===== src/rtl/fb_pkg.sv =====
// Shared types and constants for the frame-buffer read arbiter.
package fb_pkg;

    localparam int unsigned IMAGE_WIDTH  = 640;
    localparam int unsigned IMAGE_HEIGHT = 480;
    localparam int unsigned FB_DEPTH     = IMAGE_WIDTH * IMAGE_HEIGHT;
    localparam int unsigned FB_AW        = 19;
    localparam int unsigned PIX_W        = 12;

    typedef enum logic [2:0] {
        IDLE,
        CLEAR,
        SCAN,
        DRAIN,
        DONE
    } scan_state_e;

    typedef enum logic {
        OWN_DISP,
        OWN_SCAN
    } owner_e;

    // One in-flight read: who asked for it and which address it was.
    typedef struct packed {
        logic             valid;
        owner_e           owner;
        logic [FB_AW-1:0] addr;
    } rd_tag_t;

endpackage


===== src/rtl/fb_rd_tag_pipe.sv =====
// Delay line that carries a read tag alongside the frame-buffer read latency.
module fb_rd_tag_pipe
    import fb_pkg::*;
#(
    parameter int unsigned RD_LAT = 1
) (
    input  logic    clk,
    input  logic    rst_n,
    input  rd_tag_t tag_in,
    output rd_tag_t tag_out
);

    rd_tag_t pipe_q [RD_LAT];

    // Shift tags one stage per cycle; reset discards everything in flight.
    always_ff @(posedge clk or negedge rst_n) begin
        if (!rst_n) begin
            for (int i = 0; i < RD_LAT; i++) begin
                pipe_q[i] <= '0;
            end
        end else begin
            pipe_q[0] <= tag_in;
            for (int i = 1; i < RD_LAT; i++) begin
                pipe_q[i] <= pipe_q[i-1];
            end
        end
    end

    assign tag_out = pipe_q[RD_LAT-1];

endmodule


===== src/rtl/fb_scan_arbiter.sv =====
// Frame-buffer read-port arbiter: display has fixed priority, a background
// engine scans every pixel once per scan_start and streams it to the detector.
// Optional macro FB_SCAN_EARLY_STOP_EN: det_found during SCAN ends issuing early.
module fb_scan_arbiter
    import fb_pkg::*;
#(
    parameter int unsigned IMAGE_WIDTH  = fb_pkg::IMAGE_WIDTH,
    parameter int unsigned IMAGE_HEIGHT = fb_pkg::IMAGE_HEIGHT,
    parameter int unsigned RD_LAT       = 1
) (
    input  logic             clk,
    input  logic             rst_n,
    input  logic             scan_start,
    input  logic             disp_req,
    input  logic [FB_AW-1:0] disp_addr,
    output logic             disp_rvalid,
    output logic [FB_AW-1:0] fb_addr,
    input  logic [PIX_W-1:0] fb_rdata,
    output logic [FB_AW-1:0] scan_addr,
    output logic [PIX_W-1:0] scan_pixel,
    output logic             scan_valid,
    output logic             det_clear_n,
    input  logic             det_found,
    output logic             scan_busy,
    output logic             scan_done
);

    localparam int unsigned      DEPTH     = IMAGE_WIDTH * IMAGE_HEIGHT;
    localparam logic [FB_AW-1:0] LAST_ADDR = FB_AW'(DEPTH - 1);
    // DRAIN also covers the scan output register, so scan_done follows the last beat.
    localparam logic [2:0]       DRAIN_END = 3'(RD_LAT);

    scan_state_e      state_q, state_d;
    logic [FB_AW-1:0] ptr_q, ptr_d;
    logic [2:0]       drain_q, drain_d;
    logic             issue_scan;
    logic             early_stop;

    rd_tag_t tag_in, tag_out;

    logic             scan_valid_q;
    logic [FB_AW-1:0] scan_addr_q;
    logic [PIX_W-1:0] scan_pixel_q;

`ifdef FB_SCAN_EARLY_STOP_EN
    assign early_stop = det_found;
`else
    logic unused_det_found;
    assign unused_det_found = det_found;
    assign early_stop       = 1'b0;
`endif

    // Next-state logic for the scan sequence and pointer advance.
    always_comb begin
        state_d    = state_q;
        ptr_d      = ptr_q;
        drain_d    = drain_q;
        issue_scan = 1'b0;
        case (state_q)
            IDLE: begin
                if (scan_start) state_d = CLEAR;
            end
            CLEAR: begin
                ptr_d   = '0;
                state_d = SCAN;
            end
            SCAN: begin
                if (early_stop) begin
                    drain_d = '0;
                    state_d = DRAIN;
                end else if (!disp_req) begin
                    issue_scan = 1'b1;
                    if (ptr_q == LAST_ADDR) begin
                        drain_d = '0;
                        state_d = DRAIN;
                    end else begin
                        ptr_d = ptr_q + 1'b1;
                    end
                end
            end
            DRAIN: begin
                if (drain_q == DRAIN_END) begin
                    state_d = DONE;
                end else begin
                    drain_d = drain_q + 1'b1;
                end
            end
            DONE: begin
                state_d = scan_start ? CLEAR : IDLE;
            end
            default: state_d = IDLE;
        endcase
    end

    // State, pointer and drain counter registers.
    always_ff @(posedge clk or negedge rst_n) begin
        if (!rst_n) begin
            state_q <= IDLE;
            ptr_q   <= '0;
            drain_q <= '0;
        end else begin
            state_q <= state_d;
            ptr_q   <= ptr_d;
            drain_q <= drain_d;
        end
    end

    // Read-port mux and tag for the read issued this cycle.
    always_comb begin
        fb_addr      = '0;
        tag_in       = '0;
        tag_in.owner = OWN_DISP;
        if (disp_req) begin
            fb_addr      = disp_addr;
            tag_in.valid = 1'b1;
            tag_in.owner = OWN_DISP;
            tag_in.addr  = disp_addr;
        end else if (issue_scan) begin
            fb_addr      = ptr_q;
            tag_in.valid = 1'b1;
            tag_in.owner = OWN_SCAN;
            tag_in.addr  = ptr_q;
        end
    end

    fb_rd_tag_pipe #(
        .RD_LAT (RD_LAT)
    ) u_tag_pipe (
        .clk     (clk),
        .rst_n   (rst_n),
        .tag_in  (tag_in),
        .tag_out (tag_out)
    );

    // Capture scan returns; pixel and address hold between beats.
    always_ff @(posedge clk or negedge rst_n) begin
        if (!rst_n) begin
            scan_valid_q <= 1'b0;
            scan_addr_q  <= '0;
            scan_pixel_q <= '0;
        end else begin
            scan_valid_q <= tag_out.valid && (tag_out.owner == OWN_SCAN);
            if (tag_out.valid && (tag_out.owner == OWN_SCAN)) begin
                scan_addr_q  <= tag_out.addr;
                scan_pixel_q <= fb_rdata;
            end
        end
    end

    assign disp_rvalid = tag_out.valid && (tag_out.owner == OWN_DISP);
    assign scan_valid  = scan_valid_q;
    assign scan_addr   = scan_addr_q;
    assign scan_pixel  = scan_pixel_q;
    assign det_clear_n = (state_q != CLEAR);
    assign scan_busy   = (state_q == CLEAR) || (state_q == SCAN) || (state_q == DRAIN);
    assign scan_done   = (state_q == DONE);

endmodule


===== config.mk =====
export PLATFORM = sky130hd
export DESIGN_NAME = fb_scan_arbiter
export DESIGN_NICKNAME = d
export VERILOG_FILES = /design/src/rtl/fb_pkg.sv /design/src/rtl/fb_rd_tag_pipe.sv /design/src/rtl/fb_scan_arbiter.sv
export SDC_FILE = /design/constraint.sdc
export NUM_CORES = 1
export LEC_CHECK = 0
export ABC_CLOCK_PERIOD_IN_PS = 2510
export CAP_MARGIN = 30
export CORE_UTILIZATION = 37
export CTS_CLUSTER_SIZE = 28
export DETAILED_ROUTE_END_ITERATION = 10
export GPL_TIMING_DRIVEN = 0
export PLACE_DENSITY_LB_ADDON = 0.12
export SETUP_SLACK_MARGIN = 0.15
export SYNTH_ARGS = -nofsm -noshare
export SYNTH_HDL_FRONTEND = slang
export SYNTH_SLANG_ARGS = --single-unit

===== constraint.sdc =====
create_clock -name clk -period 2.51 [get_ports clk]
set_input_delay 0.6275 -clock clk [delete_from_list [all_inputs] [get_ports clk]]
set_output_delay 0.6275 -clock clk [all_outputs]
set_load 0.02 [all_outputs]

### After elaboration in Yosys (flattened, before gate mapping)

Index checks and enable logic that the tools add are counted.
W data, S select, Z words.

* memory bits (writable): 0
* bits in latches: 0
* output and inout port bits: 55
* memories kept: 0
* ROM bits: 0
* register bits after elaboration: 78

* divide/modulo/power cells: 0
* shift-type cells: 0
* muxes and demuxes: 19
* add/sub/neg operators: 2
* bitwise operators: 1
* multipliers: 0
* reductions and logical operators: 10
* eq/ne operators: 13
* $lt $le $gt $ge: 0

Operator list (number)
* $mux W19: 4
* $mux W21: 2
* $pmux W19 S2: 1
* $mux W3: 7
* $add A19 B1 Y19 const B: 1
* $eq A19 B19 Y1 const B: 1
* $pmux W3 S5: 1
* $ne A2 B2 Y1 const B: 6
* $reduce_and A4 Y1: 2
* $eq A3 B1 Y1 const B: 2
* $eq A3 B2 Y1 const B: 2
* $pmux W3 S2: 1
* $reduce_bool A2 Y1: 2
* $add A3 B1 Y3 const B: 1
* $eq A3 B3 Y1 const B: 1
* $logic_not A3 Y1: 1
* $mux W1: 3
* $ne A3 B1 Y1 const B: 1
* $reduce_and A3 Y1: 1
* $logic_and A1 B1 Y1: 2
* $logic_or A1 B1 Y1: 2
* $not A1 Y1: 1

### Depth between registers and ports, before layout

Gate-level depths: netlist (run 1).

* depth in word-level cells: 4
* depth in mapped cells: 7
* depth with buffers taken out: 6

### By module

A second synthesis (run 1) with hierarchy kept.

* cell total of the unflattened synthesis: 315
* area total of the unflattened synthesis: 3465.8 um2

By module, submodules not included
* fb_scan_arbiter: area each 2940.3 um2, sequential area each 1426.4 um2, times used 1, cells each 294
* fb_rd_tag_pipe: area each 525.5 um2, sequential area each 525.5 um2, times used 1, cells each 21

### Worst setup path before layout (run 1)

Ideal clock, no wire load.

* kind: input-to-output
* from: in disp_req
* to: out fb_addr[13]
* path buffers: 3
* setup slack: 97 ps
* stages on the path: 6
* arrival: 1786 ps
* cells stage by stage: buf_6 > or4b_4 > clkinv_2 > buf_2 > a22o_1 > buf_4

* cells in the longest elaborated chain, start to end: 4

RTL lines
* start, declared: line fb_scan_arbiter.sv:14 `input logic disp_req,`
* $mux W1: line fb_scan_arbiter.sv:71 `end else if (!disp_req) begin`
* $mux W1: line fb_scan_arbiter.sv:59 `case (state_q)`
* $mux W19: line fb_scan_arbiter.sv:118 `end else if (issue_scan) begin`
* $mux W19 (*): line fb_scan_arbiter.sv:113 `if (disp_req) begin`
* end, declared: line fb_scan_arbiter.sv:17 `output logic [FB_AW-1:0] fb_addr,`

Mark *: on every way between the ends. The rest lies on a longest branch, timed or not.

### Worst setup path in the final report (run 1)

* from: reg state_q[0]
* to: out fb_addr[12]

* cells in the longest elaborated chain, start to end: 4

RTL lines
* start, declared: line fb_scan_arbiter.sv:33 `scan_state_e state_q, state_d;`
* start signal, assigned: line fb_scan_arbiter.sv:102 `state_q <= state_d;`
* $eq A3 B2 Y1: line fb_scan_arbiter.sv:59
* $mux W1: line fb_scan_arbiter.sv:59
* $mux W19: line fb_scan_arbiter.sv:118
* $mux W19: line fb_scan_arbiter.sv:113

Every way passes these cells.

==> flow_summary_export.csv, run 1 <==
group,metric,value,unit
critical_path,critical_path.endpoint_type,"primary output",
cells_and_area,fin_area,5660,sq um
cells_and_area,seq_area,1960,sq um
critical_path,required,1.88,ns
cells_and_area,multi_input_area,1610,sq um
die,die_h,101,microns
die,rows,35,
cells_and_area,final_cell_mix,"75 x dfrtp_1, 65 x clkdlybuf4s50_1, 45 x buf_4",
grt,grt_antenna_before_repair,0,
timing,fin_crit_sh,103,%
grt,grt.total_usage,18.7,%
critical_path,slowest_stage,"or4b_4",
outcome,violations,"negative setup slack",
placement,gp_congestion,0.849,
yosys,ys_types,49,
timing,finalHoldViolations,0,
critical_path,cp_cell_sequence,"or4b_4 > clkinv_4 > nand2_1 > nand2_1 > buf_4 > buf_4",
cells_and_area,finalNonFillerCells,614,
critical_path,cp-start-kind,"flip-flop",
die,die_area,10200,sq um
detailed_routing,final_antenna_net_count,0,
placement,place_inst,551,
timing,finalWorstSetupSlack,-0.0718,ns
cells_and_area,n_antenna_cell,0,
cells_and_area,area_growth,56.1,%
run,max_cap_viol_count,0,
power,power.density,1190,nW/um^2
yosys,synth_async_sr_flop_share,100,%
clock_tree,clock_latency,0.35,ns
critical_path,worstSetupPathType,"reg2out",
critical_path,arrival,1.95,ns
yosys,synth_warnings,0,
timing,layout_min_cycle_time,2.58,ns
yosys,synth_top_area_cell,"dfrtp_1",
clock_tree,cts_root_buf,"clkbuf_8",
outcome,status,"finished, violations left",
hold_path,hold_path_class,"in2async",
yosys,synthCells,333,
yosys,synthesis.nets,372,
critical_path,worst-path-max-fanout,4,
critical_path,critical_path.max_stage_delay,0.59,ns
detailed_routing,via_per_inst,4.90,
grt,grt_pass1_vias,2999,
yosys,postSynthAreaPerCell,10.9,sq um
power,leakage,2.55,nW
timing,whs,0.201,ns
die,start_util,38.7,%
detailed_routing,wire_per_inst,15.2,microns
grt,grt_max_degree,52,
timing,maxSlewViolCount,0,
power,peakVddDrop,0.434,mV
clock_tree,cts_sinks,78,
yosys,netlist_area,3620,sq um
cells_and_area,nNetsFinal,519,
clock_tree,cts_tree,"built",
detailed_routing,drtIter0Drc,121,
yosys,yosysSeqAreaShare,53.8,%
detailed_routing,via_count,3007,
clock_tree,clkTransAtPathRegs,0.09,ns
timing,tightestPinTransition,0.670,ns
cells_and_area,drive_gt1_share,39.6,%
timing,setup_violations,4,
yosys,synth_top_area_share,53.8,%
placement,dp_slack,-0.949,ns
detailed_routing,routed_wirelength,9.32,mm
timing,fin_worst_skew,0.00776,ns
grt,grt_pass1_wl,14.5,mm
placement,hpwl,6.07,mm
clock_tree,htree_levels,3,
timing,max_freq,387,MHz
die,io_pins,91,
cells_and_area,layout_commonest_cell,"dfrtp_1",
placement,place_area,4700,sq um
grt,overflow,0,
yosys,synth-seq-cells,78,
timing,slew-limit-headroom,54.7,%
clock_tree,holdBufCountCts,0,
die,die_w,101,microns
yosys,synthTopCellsByArea,"dfrtp_1 54%, mux2_2 9.9%, nand2_1 5.6%",
cells_and_area,n_fill_cell,811,
clock_tree,clock_path_buffers,2,
detailed_routing,dr.pass1.iters,5,
die,core_area,9370,sq um
timing,finalSetupTns,-0.178,ns
clock_tree,cts_inserted_buffers,9,
yosys,synth_ff_type,"dfrtp_1",
yosys,synth_edf_count,0,
detailed_routing,drcViolationCount,0,
placement,port_buffers,88,
timing,rsz0062_at_grt,"true",
[report_power, final]
part,internal [W],switching [W]
Combinational,0.00191,0.00161
Sequential,0.00177,0.000381
Clock,0.000592,0.000494
[routing by layer]
metal / GRT usage [%] / vias to the layer above / routed length [microns]
met3: 3.33 / 12 / 412
met4: 8.92 / 0 / 138
met1: 23.6 / 1467 / 4090
li1: - / 1444 / -
met2: 31.1 / 84 / 4680
met5: 0 / - / 0
[metrics by stage]
stage	utilization, %	total power, W
finish	60.4	0.00676
detailed placement	50.1	0.00483
global route	60.4	0.00716
floorplan	-	0.00372
CTS	58.4	0.00655
global placement	49.9	0.00476
[critical path, delay by kind of cell, from the launching register on]
family | cells | cell delay, ns
buffers and inverters | 3 | 0.35
DFF | 1 | 0.43
and+or+nand+nor | 3 | 0.83
[logic make-up after synthesis]
kind of cell	synth area share [%]
flops	53.8
buf+inv	7.80
simple gates	15.2
compound gates	9.18
fa+ha+maj	1.04
mux	13.0
[timing repair]
item,in CTS,in global routing
gates cloned,1,0
setup endpoints to repair,21,25
endpoints found under the hold margin,0,0
resized for setup,199,31
setup buffers,35,11
pin swaps,15,11
[registers in the layout, summed over array words and instances (netlist names)]
name / cells
drain_q: 3
ptr_q: 19
scan_addr: 19
scan_pixel: 12
scan_valid: 1
state_q: 3
u_tag_pipe.tag_out: 21
[synthesized netlist by cell type, types with 2 or more instances]
cell type	number
clkbuf_1	7
a22o_1	2
a21oi_1	2
o221ai_1	2
dfrtp_1	78
nand2_1	54
buf_2	4
buf_4	19
mux2_2	32
buf_1	3
buf_6	2
o21a_1	2
nor3_1	2
nor4_1	6
o211ai_1	6
nand3_1	12
o21ai_0	21
nor2_1	8
nand4_1	8
a2111o_1	2
and2_1	3
inv_1	12
and4_1	2
nand2b_1	3
and3_1	2
mux2i_1	11
clkbuf_2	2
nor2b_1	3
ha_1	3
[final timing paths]
path / start / endpoint / slack [ns] / cells past startpoint
min reg2reg: u_tag_pipe.tag_out[0]$_DFF_PN0_ / scan_addr[0]$_DFFE_PN0P_ / 0.48 / 1
min in group clk: u_tag_pipe.tag_out[0]$_DFF_PN0_ / scan_addr[0]$_DFFE_PN0P_ / 0.48 / 1
max reg2reg: state_q[1]$_DFFE_PN0P_ / u_tag_pipe.tag_out[15]$_DFF_PN0_ / 0.16 / 17
max in group asynchronous: rst_n / ptr_q[5]$_DFFE_PN0P_ / 1.72 / 2
min: rst_n / scan_pixel[11]$_DFFE_PN0P_ / 0.20 / 1
max: state_q[0]$_DFFE_PN0P_ / fb_addr[12] / -0.07 / 6
[cell type report]
class                           instances  area share [%]
Clock inverter                          6            1.64
Buffer                                 37            5.24
Multi-Input combinational cell        205            28.4
Clock buffer                           10            2.43
Timing Repair Buffer                  136            23.9
Sequential cell                        78            34.6
Tap cell                              129            2.85
Inverter                               13           0.951
Power figures use the tool's default switching activity.
==> run 2, diff against run 1 <==
--- a/config.mk
+++ b/config.mk
@@ -7,6 +7,7 @@
 export LEC_CHECK = 0
 export ABC_CLOCK_PERIOD_IN_PS = 2510
 export CAP_MARGIN = 30
+export CORE_ASPECT_RATIO = 2
 export CORE_UTILIZATION = 37
 export CTS_CLUSTER_SIZE = 28
 export DETAILED_ROUTE_END_ITERATION = 10
==> run 2 against run 1 <==
The flow still finishes with violations (negative setup slack). Clock-buffer cell count did not move. Fmax rose by 2.3%. Routed wire length rose by 1.9%. Die area rose by 0.24%.
==> flow_summary_export.csv, run 2 (synthesized netlist as in run 1, its figures left out) <==
group,metric,value,unit
clock_tree,cts_inserted_buffers,9,
outcome,status,"finished, violations left",
grt,grt.total_usage,18.8,%
timing,finalWorstSetupSlack,-0.0148,ns
cells_and_area,area_growth,52.5,%
cells_and_area,final_cell_mix,"76 x dfrtp_1, 65 x clkdlybuf4s50_1, 42 x buf_4",
grt,top_usage_layer,"met2",
die,io_pins,91,
timing,tightestPinTransition,0.609,ns
die,die_h,142,microns
timing,setup_violations,2,
clock_tree,clock_path_buffers,2,
critical_path,worst-path-max-fanout,5,
clock_tree,clkTransAtPathRegs,0.06,ns
outcome,violations,"negative setup slack",
grt,grt_antenna_before_repair,0,
die,core_area,9450,sq um
grt,grt_pass1_wl,14.5,mm
timing,slew-limit-headroom,58.8,%
placement,dp_slack,-0.851,ns
critical_path,arrival,1.90,ns
timing,finalSetupTns,-0.0260,ns
clock_tree,htree_levels,3,
die,rows,50,
power,leakage,2.48,nW
power,peakVddDrop,0.717,mV
clock_tree,cts_tree,"built",
critical_path,critical_path.endpoint_type,"primary output",
detailed_routing,dr.pass1.iters,6,
timing,rsz0062_at_grt,"true",
cells_and_area,nNetsFinal,509,
timing,finalHoldViolations,0,
grt,use_met3,3.68,%
placement,gp_congestion,0.761,
clock_tree,cts_sinks,78,
placement,hpwl,6.67,mm
grt,gr-usage-met2,35.6,%
detailed_routing,routed_wirelength,9.50,mm
grt,overflow,0,
cells_and_area,multi_input_area,1520,sq um
timing,layout_min_cycle_time,2.52,ns
timing,max_freq,396,MHz
hold_path,hold_path_class,"in2async",
placement,port_buffers,88,
grt,grt.met1_usage,18.6,%
clock_tree,clock_latency,0.33,ns
placement,place_area,4700,sq um
detailed_routing,drtIter0Drc,144,
cells_and_area,finalNonFillerCells,605,
detailed_routing,via_count,2984,
critical_path,required,1.88,ns
cells_and_area,fin_util,58.5,%
critical_path,worstSetupPathType,"reg2out",
critical_path,cp-start-kind,"flip-flop",
run,max_cap_viol_count,0,
critical_path,reg2reg_slack,0.13,ns
clock_tree,cts_root_buf,"clkbuf_16",
grt,grt_pass1_vias,2992,
grt,grt_max_degree,64,
cells_and_area,n_antenna_cell,0,
cells_and_area,fin_area,5530,sq um
placement,place_inst,552,
detailed_routing,final_antenna_net_count,0,
die,die_w,72.0,microns
die,start_util,38.4,%
timing,fin_crit_sh,101,%
timing,fin_worst_skew,0.00646,ns
detailed_routing,wire_per_inst,15.7,microns
die,die_area,10200,sq um
detailed_routing,drcViolationCount,0,
cells_and_area,n_fill_cell,799,
cells_and_area,layout_commonest_cell,"dfrtp_1",
cells_and_area,largest_register_ffs,21,
detailed_routing,via_per_inst,4.93,
power,power.density,1210,nW/um^2
timing,maxSlewViolCount,0,
cells_and_area,drive_gt1_share,37.1,%
cells_and_area,seq_area,1950,sq um
==> run 2: changes by cell type in the layout (fill, tap and decap cells not counted), moves of 4 or more <==
cell / before / now
buf_6: 39 / 35
clkbuf_8: 11 / 0
nand2_4: 13 / 4
o21ai_4: 5 / 1
clkbuf_16: 0 / 10
nand2_2: 3 / 9
==> run 2: per-layer routing <==
layer / share of wire (%) / up-vias
met3: 3.5 / 28
met1: 35 / 1449
li1: - / 1422
met2: 57 / 85
met5: 0 / -
met4: 4.9 / 0
==> run 2: area by class of cell <==
type	instances	area share, %
plain buffers	37	4.84
repair buffers	126	23.0
clock buffers	10	4.14
multi-input cells	205	27.5
well taps	130	2.94
clock inverters	6	1.29
inverters	13	0.973
flip-flops and latches	78	35.3
==> run 2: final timing paths <==
check                                                      start                               end  cells after the start
max in group asynchronous                                  rst_n              ptr_q[3]$_DFFE_PN0P_                      2
worst min-delay path                                       rst_n         scan_addr[17]$_DFFE_PN0P_                      1
worst min register to register  u_tag_pipe.tag_out[11]$_DFF_PN0_         scan_addr[11]$_DFFE_PN0P_                      1
min in group clk                u_tag_pipe.tag_out[11]$_DFF_PN0_         scan_addr[11]$_DFFE_PN0P_                      1
worst max-delay path                      state_q[0]$_DFFE_PN0P_                       fb_addr[13]                      6
worst max register to register            state_q[0]$_DFFE_PN0P_  u_tag_pipe.tag_out[12]$_DFF_PN0_                     17
==> run 2: through the flow <==
stage               hold WS, ns  total power (W)
floorplan                 0.332          0.00372
global placement          0.457          0.00476
detailed placement        0.463          0.00484
CTS                       0.156          0.00641
global route              0.167          0.00704
finish                    0.159          0.00667
==> run 2: report_power, final <==
group / switching, W / internal [W] / total, W
clock network: 0.000519 / 0.000777 / 0.00130
registers: 0.000357 / 0.00178 / 0.00214
logic: 0.00152 / 0.00172 / 0.00324
total: 0.00240 / 0.00427 / 0.00667
==> run 2: critical path, cell delays in order (launching register included) <==
cell	delay, ns
dfrtp_2	0.41
or4b_4	0.58
clkinv_4	0.10
buf_8	0.10
a22o_1	0.15
buf_4	0.12
buf_6	0.10
==> run 2: what timing repair did <==
action	4_1_cts	5_1_grt
cloned	0	1
pin swaps	6	13
gates resized for setup	141	44
hold buffers	0	0
endpoints found under the setup margin	21	22
setup buffers	25	11
